===== src/rtl/mult_pkg.sv =====
// Shared types and constants for the iterative multiplier.
// State encoding, station tags and default widths live here.
package mult_pkg;
    localparam int DEF_WIDTH = 64;
    localparam int DEF_TAG_W = 4;
    localparam int DEF_BPC   = 4;

    typedef enum logic [1:0] {
        IDLE,
        CALC,
        DONE
    } state_t;

    localparam int unsigned NOTAG  = 0;
    localparam int unsigned MULT_1 = 4;
    localparam int unsigned MULT_2 = 5;
endpackage


===== src/rtl/mult_step.sv =====
// One radix-2^BPC step: acc + a * chunk, truncated to WIDTH bits.
// Purely combinational; no latency, no backpressure.
module mult_step #(
    parameter int WIDTH = 64,
    parameter int BPC   = 4
) (
    input  logic [WIDTH-1:0] acc_i,
    input  logic [WIDTH-1:0] a_i,
    input  logic [BPC-1:0]   chunk_i,
    output logic [WIDTH-1:0] sum_o
);
    logic [WIDTH+BPC-1:0] pp;
    logic                 unused_pp_hi;

    // Full-width partial product; only the low WIDTH bits reach the accumulator.
    assign pp           = {{BPC{1'b0}}, a_i} * {{WIDTH{1'b0}}, chunk_i};
    assign unused_pp_hi = ^pp[WIDTH+BPC-1:WIDTH];
    assign sum_o        = acc_i + pp[WIDTH-1:0];
endmodule


===== src/rtl/mult_unit.sv =====
// Iterative multiplier: BPC multiplier bits per cycle, WIDTH/BPC cycles per op.
// Result held on the CDB request until cdb_grant; ready only when IDLE.
// Optional MULT_EARLY_EXIT_EN finishes as soon as the remaining multiplier bits are zero.
module mult_unit
    import mult_pkg::*;
#(
    parameter int WIDTH = DEF_WIDTH,
    parameter int TAG_W = DEF_TAG_W,
    parameter int BPC   = DEF_BPC
) (
    input  logic             clk,
    input  logic             rst,
    input  logic             mult_flag,
    input  logic [WIDTH-1:0] op_a,
    input  logic [WIDTH-1:0] op_b,
    input  logic [TAG_W-1:0] tag_in,
    output logic             multiplier_ready,
    output logic             result_valid,
    output logic [WIDTH-1:0] result,
    output logic [TAG_W-1:0] result_tag,
    input  logic             cdb_grant
);
    localparam int CYCLES = WIDTH / BPC;
    localparam int CNT_W  = $clog2(CYCLES + 1);

    state_t           state_q;
    logic [WIDTH-1:0] acc_q, acc_d;
    logic [WIDTH-1:0] a_sh_q, a_sh_d;
    logic [WIDTH-1:0] b_sh_q, b_sh_d;
    logic [CNT_W-1:0] count_q, count_d;
    logic [TAG_W-1:0] tag_q;
    logic             ready_q;
    logic             valid_q;
    logic [WIDTH-1:0] result_q;
    logic [TAG_W-1:0] result_tag_q;
    logic             last_step;

    mult_step #(
        .WIDTH(WIDTH),
        .BPC  (BPC)
    ) u_step (
        .acc_i  (acc_q),
        .a_i    (a_sh_q),
        .chunk_i(b_sh_q[BPC-1:0]),
        .sum_o  (acc_d)
    );

    always_comb begin
        a_sh_d  = a_sh_q << BPC;
        b_sh_d  = b_sh_q >> BPC;
        count_d = count_q + CNT_W'(1);
`ifdef MULT_EARLY_EXIT_EN
        last_step = (count_d == CNT_W'(CYCLES)) || (b_sh_d == '0);
`else
        last_step = (count_d == CNT_W'(CYCLES));
`endif
    end

    always_ff @(posedge clk) begin
        if (rst) begin
            state_q      <= IDLE;
            acc_q        <= '0;
            a_sh_q       <= '0;
            b_sh_q       <= '0;
            count_q      <= '0;
            tag_q        <= TAG_W'(NOTAG);
            ready_q      <= 1'b1;
            valid_q      <= 1'b0;
            result_q     <= '0;
            result_tag_q <= TAG_W'(NOTAG);
        end else begin
            case (state_q)
                IDLE: begin
                    if (mult_flag) begin
                        a_sh_q  <= op_a;
                        b_sh_q  <= op_b;
                        tag_q   <= tag_in;
                        acc_q   <= '0;
                        count_q <= '0;
                        ready_q <= 1'b0;
                        state_q <= CALC;
                    end
                end
                CALC: begin
                    acc_q   <= acc_d;
                    a_sh_q  <= a_sh_d;
                    b_sh_q  <= b_sh_d;
                    count_q <= count_d;
                    if (last_step) begin
                        result_q     <= acc_d;
                        result_tag_q <= tag_q;
                        valid_q      <= 1'b1;
                        state_q      <= DONE;
                    end
                end
                DONE: begin
                    // Result parks here; a concurrent mult_flag is not taken until IDLE.
                    if (cdb_grant) begin
                        valid_q      <= 1'b0;
                        result_tag_q <= TAG_W'(NOTAG);
                        ready_q      <= 1'b1;
                        state_q      <= IDLE;
                    end
                end
                default: begin
                    valid_q      <= 1'b0;
                    result_tag_q <= TAG_W'(NOTAG);
                    ready_q      <= 1'b1;
                    state_q      <= IDLE;
                end
            endcase
        end
    end

    assign multiplier_ready = ready_q;
    assign result_valid     = valid_q;
    assign result           = result_q;
    assign result_tag       = result_tag_q;
endmodule


===== config.mk =====
export PLATFORM = sky130hd
export DESIGN_NAME = mult_unit
export DESIGN_NICKNAME = d
export VERILOG_FILES = /design/src/rtl/mult_pkg.sv /design/src/rtl/mult_step.sv /design/src/rtl/mult_unit.sv
export SDC_FILE = /design/constraint.sdc
export NUM_CORES = 1
export LEC_CHECK = 0
export ABC_AREA = 1
export CAP_MARGIN = 20
export CORE_ASPECT_RATIO = 0.75
export CORE_MARGIN = 4
export CORE_UTILIZATION = 54
export DETAILED_ROUTE_END_ITERATION = 10
export GPL_TIMING_DRIVEN = 1
export PLACE_DENSITY = 0.79
export SLEW_MARGIN = 10
export SYNTH_ARGS = -nofsm -noshare
export SYNTH_HDL_FRONTEND = slang
export SYNTH_HIERARCHICAL = 1
export SYNTH_SLANG_ARGS = --single-unit

===== constraint.sdc =====
create_clock -name clk -period 4.2 [get_ports clk]
set_input_delay 1.26 -clock clk [delete_from_list [all_inputs] [get_ports clk]]
set_output_delay 1.26 -clock clk [all_outputs]
set_load 0.02 [all_outputs]

# Yosys cells after proc, flatten, opt, wreduce, memory -nomap -nowiden
# Index checks and enable logic that the tools add are counted.
# totals
regBits	273
latch_bits	0
ramBits	0
rom_bits	0
inputBits	136
output_inout_bits	70
wordCells	50
mem_count	0
# classes
n_addsub	2
n_mul	1
div_mod_pow	0
magnitude_cmp	0
n_eq_ne	6
n_shift	0
mux	21
bitwise_logic	2
n_reduce_logical	8
# ops
operator	n
64-bit one-hot mux with 2 select lines	3
64-bit two-way mux	3
64-bit adder	1
64-bit by 4-bit multiplier with 64-bit output	1
4-bit one-hot mux with 3 select lines	1
5-bit one-hot mux with 2 select lines	1
3-bit AND reduction	3
4-bit two-way mux	2
2-bit two-way mux	3
2-bit inequality test (second input constant)	3
1-bit one-hot mux with 3 select lines	2
2-bit one-hot mux with 3 select lines	1
2-bit AND reduction	3
5-bit by 1-bit adder with 5-bit output (second input constant)	1
5-bit equality test (second input constant)	1
5-bit two-way mux	1
1-bit two-way mux	4
2-bit by 1-bit equality test with 1-bit output (second input constant)	1
2-bit equality test (second input constant)	1
2-bit zero test	1
1-bit inverter	2
2-bit nonzero test	1

# Longest topological paths before layout
# Gate-level depths: netlist of run 1.
# depth
word_depth	4
depth_mapped	24
mapped_depth_nobuf	22

# Modules after synthesis
# The synthesis of run 1 kept the hierarchy.
# by_module_without_submodules
module	instances	cells_each	area_each_um2	seq_area_each_um2
mult_step	1	2233	12510.7	0.0
mult_unit	1	1350	10358.7	5465.2

# Worst setup path after synthesis of run 1
# No wires, ideal clock.
# synth_path
kind	flip-flop to flip-flop
startpoint	register b_sh_q[2]
endpoint	register acc_q[63]
setup_time_ps	70
t_arrival_ps	3865
required_ps	4130
slack_ps	265
path_stages_with_launch	25
n_path_buf	2
synth_period_minus_slack_ps	3935
cell_sequence	dfxtp_1 clkbuf_1 clkbuf_1 nand2_1 inv_1 fa_1 fa_1 inv_1 fa_1 inv_1 ha_1 nand2_2 nor2_2 nand2_1 clkinv_1 nand2_1 nand2_1 nand2_1 nand2_2 nand2_1 nand2_1 nand2_1 nand2_1 nand2_1 a21oi_1
# synth_between
elab_chain_cells	3
# synth_lines
item	line	rtl
start, declared	mult_unit.sv:29	logic [WIDTH-1:0] b_sh_q, b_sh_d;
start signal, assigned	mult_unit.sv:76	b_sh_q <= op_b;
start signal, assigned	mult_unit.sv:87	b_sh_q <= b_sh_d;
64-bit by 4-bit multiplier with 64-bit output	mult_step.sv:16	assign pp = {{BPC{1'b0}}, a_i} * {{WIDTH{1'b0}}, chunk_i};
64-bit adder	mult_step.sv:18	assign sum_o = acc_i + pp[WIDTH-1:0];
via acc_d[63]	mult_unit.sv:27	logic [WIDTH-1:0] acc_q, acc_d;
64-bit one-hot mux with 2 select lines	mult_unit.sv:72	case (state_q)
end signal, assigned	mult_unit.sv:62	acc_q <= '0;
end signal, assigned	mult_unit.sv:78	acc_q <= '0;
end signal, assigned	mult_unit.sv:85	acc_q <= acc_d;
end, declared	mult_unit.sv:27	
# The timed path passes the listed nets, and every way through them passes these cells.
# A chain may end at the register's enable or synchronous reset.

# Worst setup path in the final report of run 1
# layout_path
startpoint	register b_sh_q[3]
endpoint	register acc_q[51]
# Same word-level chain as after synthesis.

==> results of run 1 <==
==> sequential cells by signal, summed over array words and instances, names as in the netlist <==
| name | count |
|---|---|
| multiplier_ready | 1 |
| state_q | 2 |
| a_sh_q | 64 |
| result_valid | 1 |
| acc_q | 64 |
| b_sh_q | 64 |
| tag_q | 4 |
| result_tag | 4 |
| result | 64 |
| count_q | 5 |
==> cell type report <==
cell class / instances / area (um2) / area share
diodes: 1 / 2.50 / 0.0000826
clock buffers: 37 / 786 / 0.0259
clock inverters: 15 / 145 / 0.00479
inverters: 821 / 3090 / 0.102
multi-input cells: 2349 / 16000 / 0.529
flip-flops and latches: 273 / 5480 / 0.181
well taps: 561 / 702 / 0.0232
repair buffers: 414 / 4050 / 0.134
==> kinds of logic after synthesis <==
kind of cell | share of synthesized area
compound gates | 0.104
simple gates | 0.284
fa+ha+maj | 0.197
buf+inv | 0.164
flops | 0.239
xor+xnor | 0.0126
==> tightest hold or removal path, cell delays in order, from the launching register on <==
cell	delay, ps
dfxtp_1	310
nand2_1	60
a21oi_1	50
==> metrics by stage <==
step	hold slack (ps)	total power [W]	TNS (ps)	area [um2]
after floorplan	439	0.00447	0	22900
after global placement	448	0.00542	-6460	26500
after detailed placement	452	0.00545	-8020	26500
after CTS	463	0.00813	-5.42	28000
after global routing	475	0.00909	-10460	30300
final	458	0.00867	-918	30300
==> power by group <==
part | total [W] | switching, W | internal (W)
combinational | 0.00312 | 0.00178 | 0.00134
clock | 0.00259 | 0.00119 | 0.00140
sequential | 0.00296 | 0.000192 | 0.00277
==> timing repair <==
action,CTS,global route
pin swaps,13,170
gates cloned,1,8
resized for setup,120,486
setup buffers,2,19
endpoints found under the setup margin,79,102
==> layer usage <==
metal / track usage / vias up / part of all wire / wire [um]
met4: 0.123 / 0 / 0.046 / 3580
li1: - / 11300 / - / -
met5: 0 / - / 0 / 0
met1: 0.432 / 10900 / 0.43 / 32800
met2: 0.493 / 1075 / 0.44 / 34000
met3: 0.0649 / 187 / 0.088 / 6820
==> worst max-delay path by stage <==
stage                           start                 endpoint  cells after the start
5_1_grt        b_sh_q[3]$_SDFFE_PP0P_  result[54]$_SDFFE_PP0P_                     23
4_1_cts        b_sh_q[2]$_SDFFE_PP0P_   acc_q[63]$_SDFFE_PP0P_                     22
6_report       b_sh_q[3]$_SDFFE_PP0P_   acc_q[51]$_SDFFE_PP0P_                     25
2_1_floorplan  b_sh_q[2]$_SDFFE_PP0P_   acc_q[63]$_SDFFE_PP0P_                     24
3_3_place_gp   b_sh_q[3]$_SDFFE_PP0P_  result[48]$_SDFFE_PP0P_                     22
3_5_place_dp   b_sh_q[2]$_SDFFE_PP0P_  result[16]$_SDFFE_PP0P_                     18
==> cell usage in the layout (no fill, tap or decap), drive strengths merged, types with 17 or more instances in the layout <==
cell type      Yosys  layout
nand4             22      22
nor3              17      17
clkdlybuf4s50      0     204
nand3             66      66
ha                68      68
o21ai            133     133
fa               182     182
inv              817     821
a21oi            189     189
clkbuf            77      45
xor2              32      32
dfxtp            273     273
a31oi            120     120
nor2             123     123
buf               63     202
nand2           1386    1386
==> results.yml, run 1 <==
critical_path:
  cp_num_buf_inv: 8
  ff2ff_setup_slack_ps: -80
  end_kind: "flop"
  r2r_end: "acc_q[51]$_SDFFE_PP0P_"
  r2r_cells: 25
  cpLargestDelayFamily: "adder cells"
  crit_slowest_cell: "fa_1"
  timing_worst_setup_path_type: "reg -> reg"
  startpoint_type: "flop"
  reg2reg_from: "b_sh_q[3]$_SDFFE_PP0P_"
  crit_path_max_fanout: 6
  critPathRequiredTime_ps: 4620
  critPathMaxStageDelay_ps: 550
  worstPathArrival_ps: 4700
drt:
  drt_iter0_drc: 2180
  num_vias: 23400
  wire_per_inst_um: 17.3
  firstDrtPassIters: 8
  drt_wl_total_mm: 77.2
  viasPerCell: 5.23
  ant_nets: 0
  route.detailed.drc: 0
finish:
  final.fill_count: 3293
  synthToLayoutAreaGrowth_pct: 32.4
  fin_util: 0.733
  drive_gt1_frac: 0.200
  layout.cells.non_filler: 4471
  final_net_count: 4274
timing:
  hold_violations: 0
  slew_headroom: 0.270
  layout_setup_ws_ps: -79.4
  setup_violations: 29
  fin_crit_sh: 1.02
  finClkSkew_ps: 22.6
  fmax_mhz: 234
  drv_slew: 0
  rsz0062_at_grt: "true"
  tightestPinTransition_ps: 1100
  period_minus_slack_ps: 4280
synth:
  synthDistinctLibCells: 36
  yosysSeqAreaShare: 0.239
  synth_flop_cell: "dfxtp_1"
  synth_top_area_share: 0.239
  yosysMostFrequentCell: "nand2_1"
  synth_area_um2: 22900
  async_reset_ff_frac: 0
  ys_warn_count: 6
  synthTopCellsByArea: "dfxtp_1 (24%), nand2_1 (22%), fa_1 (16%)"
  ys_top_cells_by_count: "nand2_1 (1366), inv_1 (812), dfxtp_1 (273)"
  syn_inst: 3583
  synth_edf_count: 0
  syn_area_per_cell_um2: 6.38
  synth_top_cell_by_area: "dfxtp_1"
  ys_seq_elements: 273
  syn_nets: 3969
global_route:
  grt_pass1_wl_mm: 115
  grt_max_degree: 192
  overflow: 0
  grt_pass1_vias: 21800
  antenna_found_initial: 1
  track_usage: 0.315
placement:
  io_buffers: 205
  dp_cells: 4388
  post-dp-hpwl_mm: 54.7
  place.gp.congestion: 0.976
  dpl_worst_slack_ps: -302
cts:
  clk_pin_slew_ps: 70
  clk_latency_ps: 600
  hold_buffers: 0
  clock_path_buffers: 3
  numCtsBuffers: 29
  clkSinkCount: 273
  cts_tree: "yes"
  htree_levels: 1
  cts_root_buf: "clkbuf_16"
floorplan:
  die_area_um2: 45700
  die_y_um: 186
  start_util: 0.553
  rows: 64
  dieWidth_um: 246
  core_um2: 41300
  boundaryPins: 206
run_status:
  outcome: "finished, violations left"
  violations: "negative setup slack"
hold_path:
  holdCritPathClass: "reg -> reg"
  whs_path_depth: 2
  min_to: "result[13]$_SDFFE_PP0P_"
  worstHoldStart: "result[13]$_SDFFE_PP0P_"
power_and_ir_drop:
  power_density_nw_per_um2: 286
  leakage_nw: 15.8
  max-vdd-ir-drop_mv: 0.290
job:
  cap_violations: 0
Note: power is estimated with default switching activity, not from simulation.
==> run 2: changes to the inputs <==
RECOVER_POWER = 25   (was unset)
==> results of run 2 <==
The final DEF is identical to that of run 1; final timing and power are the same.
